File: src/rtl/arb_pkg.sv
// Shared definitions for the arbitro_sched scheduler slice.
// Contents:
//   state_t    - scheduler FSM encoding (IDLE, SERVE, STALL)
//   MODE_PRIO  - fixed-priority pop arbitration selector
//   MODE_RR    - burst-limited round-robin pop arbitration selector
//   clog2_f    - ceiling log2, usable in constant expressions
//   onehot32   - 32-bit one-hot decode of an index
package arb_pkg;

    typedef enum logic [1:0] {
        IDLE  = 2'b00,
        SERVE = 2'b01,
        STALL = 2'b10
    } state_t;

    localparam int MODE_PRIO = 0;
    localparam int MODE_RR   = 1;

    // Smallest r with 2**r >= n; returns 0 for n <= 1.
    function automatic int clog2_f(input int n);
        int r;
        r = 0;
        while ((1 << r) < n) begin
            r = r + 1;
        end
        return r;
    endfunction

    function automatic logic [31:0] onehot32(input logic [31:0] idx);
        return 32'd1 << idx;
    endfunction

endpackage

File: src/rtl/arbitro_sched_if.sv
// Bundle between the class demultiplexer, the per-class FIFO bank and the
// scheduler.
//   master : the scheduler side (consumes demux word and FIFO status,
//            produces pop/push strobes, registered word, drop and debug)
//   slave  : the environment side (demux + FIFO bank)
// Signals:
//   data_in / data_in_valid       demux word and its qualifier
//   arb_empty / arb_almost_full   per-FIFO status
//   arb_pop / arb_push            one-hot-or-zero strobes
//   data_out / drop               registered word and discard pulse
//   grant_idx / state             current grant and FSM state
interface arbitro_sched_if
    import arb_pkg::*;
#(
    parameter int FIFO_UNITS = 4,
    parameter int WORD_SIZE  = 10
);
    localparam int CLASS_BITS = clog2_f(FIFO_UNITS);

    logic [WORD_SIZE-1:0]  data_in;
    logic                  data_in_valid;
    logic [FIFO_UNITS-1:0] arb_empty;
    logic [FIFO_UNITS-1:0] arb_almost_full;
    logic [FIFO_UNITS-1:0] arb_pop;
    logic [FIFO_UNITS-1:0] arb_push;
    logic [WORD_SIZE-1:0]  data_out;
    logic                  drop;
    logic [CLASS_BITS-1:0] grant_idx;
    logic [1:0]            state;

    modport master (
        input  data_in, data_in_valid, arb_empty, arb_almost_full,
        output arb_pop, arb_push, data_out, drop, grant_idx, state
    );

    modport slave (
        output data_in, data_in_valid, arb_empty, arb_almost_full,
        input  arb_pop, arb_push, data_out, drop, grant_idx, state
    );

endinterface

File: src/rtl/rr_next_sel.sv
// Cyclic next-set-bit finder.
// Ports:
//   mask     in  FIFO_UNITS  candidate bits (non-empty FIFOs)
//   start    in  CLASS_BITS  search begins at start+1 and wraps; start
//                            itself is the last candidate examined
//   next_idx out CLASS_BITS  first set index found (start when none)
//   valid    out 1           any mask bit set
// With start = FIFO_UNITS-1 this degenerates to a lowest-index priority
// encoder, which is how the fixed-priority mode reuses it.
module rr_next_sel
    import arb_pkg::*;
#(
    parameter int FIFO_UNITS = 4
) (
    input  logic [FIFO_UNITS-1:0]          mask,
    input  logic [clog2_f(FIFO_UNITS)-1:0] start,
    output logic [clog2_f(FIFO_UNITS)-1:0] next_idx,
    output logic                           valid
);
    localparam int CLASS_BITS = clog2_f(FIFO_UNITS);

    logic [CLASS_BITS-1:0] cand;

    // Walk offsets from farthest to nearest so the nearest hit wins; the
    // offset FIFO_UNITS wraps to start itself, covering the single-FIFO case.
    always_comb begin
        next_idx = start;
        valid    = 1'b0;
        cand     = start;
        for (int i = FIFO_UNITS; i >= 1; i--) begin
            cand = start + CLASS_BITS'(i);
            if (mask[cand]) begin
                next_idx = cand;
                valid    = 1'b1;
            end
        end
    end

endmodule

File: src/rtl/arbitro_sched.sv
// Pop/push scheduler between the class demultiplexer and FIFO_UNITS
// per-class FIFOs.
// Ports:
//   clk    in  rising-edge clock
//   reset  in  synchronous, active-low reset
//   bus    master modport of arbitro_sched_if (see interface header)
// Pop side: IDLE/SERVE/STALL FSM with fixed-priority (MODE 0) or
// burst-limited round-robin (MODE 1) grant; any almost_full forces STALL,
// left only after RESUME_DLY consecutive clean cycles.
// Push side: class field of data_in decoded to a registered one-hot push,
// or a drop pulse when the target FIFO is almost full.
module arbitro_sched
    import arb_pkg::*;
#(
    parameter int FIFO_UNITS = 4,
    parameter int WORD_SIZE  = 10,
    parameter int MODE       = 0,
    parameter int BURST      = 4,
    parameter int RESUME_DLY = 2
) (
    input  logic            clk,
    input  logic            reset,
    arbitro_sched_if.master bus
);
    localparam int CLASS_BITS = clog2_f(FIFO_UNITS);
    localparam int BURST_W    = clog2_f(BURST + 1);
    localparam int RES_W      = clog2_f(RESUME_DLY + 1);

    state_t                state_q;
    logic [CLASS_BITS-1:0] grant_q;
    logic [BURST_W-1:0]    burst_q;
    logic [RES_W-1:0]      resume_q;

    logic [FIFO_UNITS-1:0] push_q;
    logic [WORD_SIZE-1:0]  data_q;
    logic                  drop_q;

    logic [CLASS_BITS-1:0] sel_start;
    logic [CLASS_BITS-1:0] sel_idx;
    logic                  sel_valid;
    logic [CLASS_BITS-1:0] idle_grant;
    logic [CLASS_BITS-1:0] serve_grant;
    logic [BURST_W-1:0]    serve_burst;
    logic [FIFO_UNITS-1:0] pop_c;
    logic [CLASS_BITS-1:0] push_cls;
    logic [FIFO_UNITS-1:0] push_dec;

    // Fixed priority searches from the top index so the wrap lands on 0 first.
    assign sel_start = (MODE == MODE_PRIO) ? CLASS_BITS'(FIFO_UNITS - 1) : grant_q;

    rr_next_sel #(
        .FIFO_UNITS (FIFO_UNITS)
    ) u_sel (
        .mask     (~bus.arb_empty),
        .start    (sel_start),
        .next_idx (sel_idx),
        .valid    (sel_valid)
    );

    // Candidate grants. Round-robin holds a non-empty grant until the burst
    // budget is used up; burst_q counts pops already taken beyond the first.
    always_comb begin
        idle_grant  = sel_idx;
        serve_grant = sel_idx;
        serve_burst = '0;
        if (MODE == MODE_RR) begin
            if (!bus.arb_empty[grant_q]) begin
                idle_grant = grant_q;
            end
            if (!bus.arb_empty[grant_q] && (burst_q < BURST_W'(BURST - 1))) begin
                serve_grant = grant_q;
                serve_burst = burst_q + BURST_W'(1);
            end
        end
    end

    // Scheduler FSM. Almost_full pre-empts every other transition; STALL exits
    // on the edge where the clean-cycle count reaches RESUME_DLY.
    always_ff @(posedge clk) begin
        if (!reset) begin
            state_q  <= IDLE;
            grant_q  <= '0;
            burst_q  <= '0;
            resume_q <= '0;
        end else if (|bus.arb_almost_full) begin
            state_q  <= STALL;
            resume_q <= '0;
        end else begin
            unique case (state_q)
                IDLE: begin
                    if (sel_valid) begin
                        state_q <= SERVE;
                        grant_q <= idle_grant;
                        burst_q <= '0;
                    end
                end
                SERVE: begin
                    if (!sel_valid) begin
                        state_q <= IDLE;
                    end else begin
                        grant_q <= serve_grant;
                        burst_q <= serve_burst;
                    end
                end
                STALL: begin
                    if (resume_q == RES_W'(RESUME_DLY - 1)) begin
                        state_q  <= IDLE;
                        resume_q <= '0;
                    end else begin
                        resume_q <= resume_q + RES_W'(1);
                    end
                end
                default: begin
                    state_q <= IDLE;
                end
            endcase
        end
    end

    // Pop is qualified by the live empty flag so an empty FIFO is never popped.
    always_comb begin
        pop_c = '0;
        if (state_q == SERVE) begin
            pop_c[grant_q] = ~bus.arb_empty[grant_q];
        end
    end

    assign push_cls = bus.data_in[WORD_SIZE-1 -: CLASS_BITS];
    assign push_dec = FIFO_UNITS'(onehot32(32'(push_cls)));

    // Push path: an all-zero word is the demux idle pattern and is ignored.
    always_ff @(posedge clk) begin
        if (!reset) begin
            push_q <= '0;
            data_q <= '0;
            drop_q <= 1'b0;
        end else begin
            data_q <= bus.data_in;
            if (bus.data_in_valid && (bus.data_in != '0)) begin
                push_q <= push_dec & ~bus.arb_almost_full;
                drop_q <= bus.arb_almost_full[push_cls];
            end else begin
                push_q <= '0;
                drop_q <= 1'b0;
            end
        end
    end

    assign bus.arb_pop   = pop_c;
    assign bus.arb_push  = push_q;
    assign bus.data_out  = data_q;
    assign bus.drop      = drop_q;
    assign bus.grant_idx = grant_q;
    assign bus.state     = state_q;

endmodule

File: src/flat_wrapper.sv
// flat-port wrapper written by rule: the top's interface ports become plain ports
module arbitro_sched_flat import arb_pkg::*;
#(
    parameter int FIFO_UNITS = 4,
    parameter int WORD_SIZE  = 10,
    parameter int MODE       = 0,
    parameter int BURST      = 4,
    parameter int RESUME_DLY = 2
)
  (clk, reset, bus_data_in, bus_data_in_valid, bus_arb_empty, bus_arb_almost_full, bus_arb_pop, bus_arb_push, bus_data_out, bus_drop, bus_grant_idx, bus_state);
  arbitro_sched_if #(.FIFO_UNITS(FIFO_UNITS), .WORD_SIZE(WORD_SIZE)) bus_i ();
  input  logic clk;
  input  logic reset;
  input wire logic [$bits(bus_i.data_in)-1:0] bus_data_in;
  input wire logic [$bits(bus_i.data_in_valid)-1:0] bus_data_in_valid;
  input wire logic [$bits(bus_i.arb_empty)-1:0] bus_arb_empty;
  input wire logic [$bits(bus_i.arb_almost_full)-1:0] bus_arb_almost_full;
  output wire logic [$bits(bus_i.arb_pop)-1:0] bus_arb_pop;
  output wire logic [$bits(bus_i.arb_push)-1:0] bus_arb_push;
  output wire logic [$bits(bus_i.data_out)-1:0] bus_data_out;
  output wire logic [$bits(bus_i.drop)-1:0] bus_drop;
  output wire logic [$bits(bus_i.grant_idx)-1:0] bus_grant_idx;
  output wire logic [$bits(bus_i.state)-1:0] bus_state;
  assign bus_i.data_in = bus_data_in;
  assign bus_i.data_in_valid = bus_data_in_valid;
  assign bus_i.arb_empty = bus_arb_empty;
  assign bus_i.arb_almost_full = bus_arb_almost_full;
  assign bus_arb_pop = bus_i.arb_pop;
  assign bus_arb_push = bus_i.arb_push;
  assign bus_data_out = bus_i.data_out;
  assign bus_drop = bus_i.drop;
  assign bus_grant_idx = bus_i.grant_idx;
  assign bus_state = bus_i.state;
  arbitro_sched #(.FIFO_UNITS(FIFO_UNITS), .WORD_SIZE(WORD_SIZE), .MODE(MODE), .BURST(BURST), .RESUME_DLY(RESUME_DLY)) u_core (.clk(clk), .reset(reset), .bus(bus_i));
endmodule
File: config.mk
export PLATFORM = sky130hd
export DESIGN_NAME = arbitro_sched_flat
export DESIGN_NICKNAME = d
export VERILOG_FILES = /design/src/rtl/arb_pkg.sv /design/src/rtl/arbitro_sched_if.sv /design/src/rtl/rr_next_sel.sv /design/src/rtl/arbitro_sched.sv /design/src/flat_wrapper.sv
export SDC_FILE = /design/constraint.sdc
export NUM_CORES = 1
export LEC_CHECK = 0
export CELL_PAD_IN_SITES_DETAIL_PLACEMENT = 1
export CELL_PAD_IN_SITES_GLOBAL_PLACEMENT = 2
export CORE_UTILIZATION = 21
export CTS_BUF_LIST = sky130_fd_sc_hd__clkbuf_16
export DETAILED_ROUTE_END_ITERATION = 7
export GPL_TIMING_DRIVEN = 0
export PLACE_DENSITY_LB_ADDON = 0.1
export SLEW_MARGIN = 20
export SYNTH_ARGS = -nofsm -noshare
export SYNTH_HDL_FRONTEND = slang
export SYNTH_SLANG_ARGS = --single-unit
File: constraint.sdc
create_clock -name clk -period 1.8 [get_ports clk]
set_input_delay 0.45 -clock clk [delete_from_list [all_inputs] [get_ports clk]]
set_output_delay 0.45 -clock clk [all_outputs]
set_load 0.1 [all_outputs]
# Word-level counts from Yosys, hierarchy flattened
# Cells that the tools add are included.
# op_classes
multipliers	0
magnitude_cmp	3
n_reduce_logical	11
add_sub_neg	1
shift	1
bitwise_logic	7
eq_ne	9
div	0
muxes	20
# op_table
cell	n
$mux W2	7
$reduce_bool A10 Y1	1
$reduce_and A3 Y1	3
$and A4 B4 Y4	2
$mux W1	8
$not A4 Y4	2
$lt A2 B3 Y1 const B	2
$ne A3 B1 Y1 const B	2
$pmux W2 S3	1
$reduce_or A5 Y1	1
$bmux W1 S2	2
$eq A2 B1 Y1 const B	2
$mux W4	1
$ne A2 B1 Y1 const B	2
$reduce_or A4 Y1	1
$shl A1 B2 Y4 const A	1
$ne A3 B3 Y1 const B	1
$not A1 Y1	3
$add A2 B1 Y2 const B	1
$demux W1 S2	1
$eq A2 B2 Y1 const B	1
$ge A2 B1 Y1 const B	1
$logic_and A1 B1 Y1	2
$logic_not A2 Y1	1
3 further kinds	3
# totals
register_bits	21
memories	0
rom_bits	0
ram_bits	0
latch_bits	0
word_cells	59

# Logic depth before layout (Yosys ltp)
# logic_depth
depth_word	8
mapped_depth	4

# By module
# A second synthesis with hierarchy kept.
# unflattened
hier_cells	91
hier_area_um2	862.1
# by_module_without_submodules
mod	instances	seq_area_each_um2	cells_each	area_per_inst_um2
arbitro_sched	1	420.4	77	779.5
rr_next_sel	1	0.0	14	82.6

# Worst setup path after synthesis
# OpenSTA, ideal clock, no wires.
# synth_timing
path_type	reg2out
startpoint	register u_core.state_q[0], in the netlist u_core.bus.state[0]
endpoint	output port bus_arb_pop[0]
path_slack_ns	-2.999
arrival_time_ns	4.349
stages_incl_launch_ff	3
required_time_ns	1.350
path_buffers	0
cell_sequence	dfxtp_1 -> nor2b_1 -> nor4b_1
# synth_between
elab_chain_len	2
# synth_rtl
item	line_no	text
start, declared	arbitro_sched.sv:29	state_t state_q;
start signal, assigned	arbitro_sched.sv:81	state_q <= IDLE;
start signal, assigned	arbitro_sched.sv:86	state_q <= STALL;
start signal, assigned	arbitro_sched.sv:92	state_q <= SERVE;
$eq A2 B1 Y1	--	
$mux W4	arbitro_sched.sv:123	if (state_q == SERVE) begin
end, declared	flat_wrapper.sv:18	output wire logic [$bits(bus_i.arb_pop)-1:0] bus_arb_pop;
# No other way between the ends.

# Worst setup path after layout
# layout_timing
startpoint	input port bus_arb_empty[2]
endpoint	output port bus_arb_pop[2]
# layout_between
elab_chain_len	5
# layout_rtl
item	line_no	text
start, declared	flat_wrapper.sv:16	input wire logic [$bits(bus_i.arb_empty)-1:0] bus_arb_empty;
$bmux W1 S2	arbitro_sched.sv:124	pop_c[grant_q] = ~bus.arb_empty[grant_q];
$mux W1 (not written as such)	arbitro_sched.sv:124	
$not A1 Y1	arbitro_sched.sv:124	
$and A4 B4 Y4 (no source line)	--	
$mux W4	arbitro_sched.sv:123	
# No other way between the ends. The select of a mux whose other input is x is not followed.

==> reports/summary.md <==
* average wire per standard cell: 13.0 um
* unrepaired setup endpoints after global routing: false
* Leakage: 0.554 nW
* via count of the first global-routing pass: 720
* fill cell count: 384
* class of the worst hold path: register to register
* Die Outline Area: 3950 sq um
* weighted congestion reported at the end of routability-driven placement: 0.706
* number of nets in the layout: 140
* Synth Warn #: 0
* distinct cell type count after synthesis: 28
* worst path arrival time: 1.32 ns
* part of the cycle the worst path needs: 98.2%
* first-pass GRT wire length: 3590 um
* TNS Setup: 0 ns
* Port-buffer cells: 42
* CTS HTree Levels: 1
* Crit Path Class: input pin to primary output
* number of detailed-route iterations in the first pass: 2
* Post-Place Cell Area: 1330 sq um
* share of post-route cells with drive strength above 1: 34.7%
* area growth from synthesis to layout: 89.2%
* Cells after Synth: 72
* non-filler cells, final: 164
* final worst setup slack: 0.0332 ns
* netlist area before placement: 778 sq um
* Synth Area per Inst: 10.8 sq um
* total count of max-transition violations in the final report: 0
* critical path capture point type: primary output
* Num CTS Buffers: 3
* total area of multi-input combinational cells: 405 sq um
* via density per instance: 4.24
* syn nets: 93
* pin count of the biggest net entering global routing: 12
* Critical-path top delay cell: sky130_fd_sc_hd__clkdlybuf4s50_1
* DIE HEIGHT: 62.9 um
* cell total after placement: 160
* DRC errors left: 0
* slowest stage delay, CP: 0.48 ns
* Worst Path Buf+Inv: 2
* Peak supply drop: 0.000313 V
* remaining number of nets flagged by the antenna check after routing: 0
* starting density of the core: 22.6%
* power density over cell area: 810 nW/um^2
* slew at the pin closest to its max-slew limit: 0.563 ns
* count of state elements after synthesis: 21
* num ports: 44
* ordered cell list for the critical path: clkdlybuf4s50_1, nor3_4, buf_12
* total number of vias: 696
* achievable clock frequency: 0.566 GHz
* pre-CTS setup slack: -1.01 ns
* highest net fanout along the worst path: 3
* Design Power: 1.19 mW
* Worst-path clk slew: 0.06 ns
* initial antenna violation count: 0
* iteration-0 DRC count of the detailed router: 8
* run status: finished, final reports clean
* cts hold-fix bufs: 0
* number of max-cap violations: 0
* number of standard-cell rows in the floorplan: 21
* routed wire length: 2130 um
* cell at the root of the clock tree: sky130_fd_sc_hd__clkbuf_16
* antenna cells: 0
* Setup violations, final: 0
* Hold WS: 0.434 ns
* TritonCTS clock tree: built
* required time at the endpoint of the critical path: 1.35 ns
* later-pin clock latency in the skew report: 0.25 ns
* Core Area: 3440 sq um
* Max-slew headroom: 62.6%
* storage element area: 433 sq um
* half-perimeter wire length after placement: 1560 um
* number of buffers added for setup after CTS: 0
* final non-filler cell area: 1470 sq um
* Chip Width: 62.9 um
* kind of start point of the critical path: input pin
* number of sinks handled by clock tree synthesis: 21
* final critical path time including I/O delays and setup: 1.77 ns
* final hold viol count: 0
* core utilization of the finished layout: 42.8%
* GRT Overall Usage: 11.8%
* sequential cell area fraction in the yosys report: 54.0%
* clk_skew: 0.00167 ns
* final global-route overflow total: 0
* Bufs on Longest Clock Path: 2
* family of cells with the greatest summed delay on the critical path: buffers and inverters
==> cells in the final DEF, fill, tap and decap left out, types with 2 or more instances in the layout <==
cell / n
sky130_fd_sc_hd__clkdlybuf4s15_2: 19
sky130_fd_sc_hd__dfxtp_1: 17
sky130_fd_sc_hd__clkdlybuf4s50_1: 15
sky130_fd_sc_hd__and2_1: 10
sky130_fd_sc_hd__nand2_1: 5
sky130_fd_sc_hd__inv_1: 4
sky130_fd_sc_hd__clkbuf_16: 3
sky130_fd_sc_hd__buf_12: 3
sky130_fd_sc_hd__dfxtp_4: 3
sky130_fd_sc_hd__nor3_4: 2
sky130_fd_sc_hd__nor4_4: 2
sky130_fd_sc_hd__or4_1: 2
sky130_fd_sc_hd__nor3b_1: 2
sky130_fd_sc_hd__nor2_1: 2
sky130_fd_sc_hd__dlymetal6s2s_1: 2
sky130_fd_sc_hd__dlygate4sd2_1: 2
==> cell usage after synthesis <==
cell type                  number  area, sq um
sky130_fd_sc_hd__a211oi_1       1         7.51
sky130_fd_sc_hd__a21boi_0       1         7.51
sky130_fd_sc_hd__and2_1        10         62.6
sky130_fd_sc_hd__and2_2         1         7.51
sky130_fd_sc_hd__and3b_1        1         8.76
sky130_fd_sc_hd__buf_2          1         5.00
sky130_fd_sc_hd__clkbuf_1       1         3.75
sky130_fd_sc_hd__dfxtp_1       21          420
sky130_fd_sc_hd__inv_1          3         11.3
sky130_fd_sc_hd__mux2i_1        1         10.0
sky130_fd_sc_hd__mux4_1         1         26.3
sky130_fd_sc_hd__nand2_1        6         22.5
sky130_fd_sc_hd__nand3_1        1         5.00
sky130_fd_sc_hd__nand3b_1       1         7.51
sky130_fd_sc_hd__nand4_1        1         6.26
sky130_fd_sc_hd__nor2_1         2         7.51
sky130_fd_sc_hd__nor2b_1        2         12.5
sky130_fd_sc_hd__nor3_1         3         15.0
sky130_fd_sc_hd__nor3b_1        3         22.5
sky130_fd_sc_hd__nor4_2         1         12.5
sky130_fd_sc_hd__nor4_4         1         21.3
sky130_fd_sc_hd__nor4b_1        2         17.5
sky130_fd_sc_hd__o211a_1        1         10.0
sky130_fd_sc_hd__o211ai_1       1         7.51
sky130_fd_sc_hd__o21ai_0        1         5.00
sky130_fd_sc_hd__or4_1          2         15.0
sky130_fd_sc_hd__or4_4          1         11.3
sky130_fd_sc_hd__xnor2_1        1         8.76
==> final timing paths <==
kind	from	to	slack, ns	cells after the start
worst min-delay path	u_core.resume_q[1]	u_core.resume_q[1]	0.43	2
worst min register to register	u_core.resume_q[1]	u_core.resume_q[1]	0.43	2
worst max register to register	u_core.bus.state[1]	u_core.bus.state[1]	0.79	3
worst max-delay path	bus_arb_empty[2]	bus_arb_pop[2]	0.03	3
==> worst min-delay path: cells and delay by family, from the launching register on <==
family,cells,cell delay (ns)
compound gates,1,0.04
flops,1,0.30
buf+inv,1,0.05
==> layer usage <==
| layer | part of all wire [%] | wire length (um) | global-route usage (%) | vias up |
|---|---|---|---|---|
| met5 | 0 | 0 | 0 | - |
| met2 | 49 | 1050 | 18.8 | 21 |
| li1 | - | - | - | 342 |
| met1 | 45 | 953 | 15.0 | 331 |
| met3 | 5.2 | 111 | 2.74 | 2 |
| met4 | 0.94 | 20 | 5.23 | 0 |
==> cell type report <==
type                       instances  share of cell area [%]
inverter                           3                   0.765
buffer                             2                   0.595
multi-input combinational         46                    27.5
tap                               46                    3.91
clock inverter                     1                   0.255
timing repair buffer              42                    32.5
sequential                        21                    29.4
clock buffer                       3                    5.10
==> flip-flops by register name, indices dropped and copies added, names as in the netlist <==
signal / flops
u_core.bus.grant_idx: 2
u_core.bus.arb_push: 4
u_core.bus.data_out: 10
u_core.resume_q: 2
u_core.bus.drop: 1
u_core.bus.state: 2
==> power by group <==
| part | switching, mW | leakage (nW) | internal (mW) |
|---|---|---|---|
| clock | 0.163 | 0.0423 | 0.296 |
| sequential | 0.00826 | 0.175 | 0.479 |
| combinational | 0.169 | 0.336 | 0.0774 |
==> cells by family (layout without fill, tap and decap cells) <==
kind of cell	Yosys count	after routing	share of synthesized area [%]
multiplexers	2	2	4.66
buffers and inverters	5	51	2.57
XOR/XNOR	1	1	1.13
flip-flops	21	21	54.0
AND/OR/NAND/NOR	38	38	32.8
AO/OA/AOI/OAI	5	5	4.82
==> timing repair <==
action | CTS | global route
resized for setup | 94 | 3
cloned | 0 | 0
endpoints found under the setup margin | 23 | 3
pin swaps | 1 | 1
Note: power is estimated with default switching activity, not from simulation.
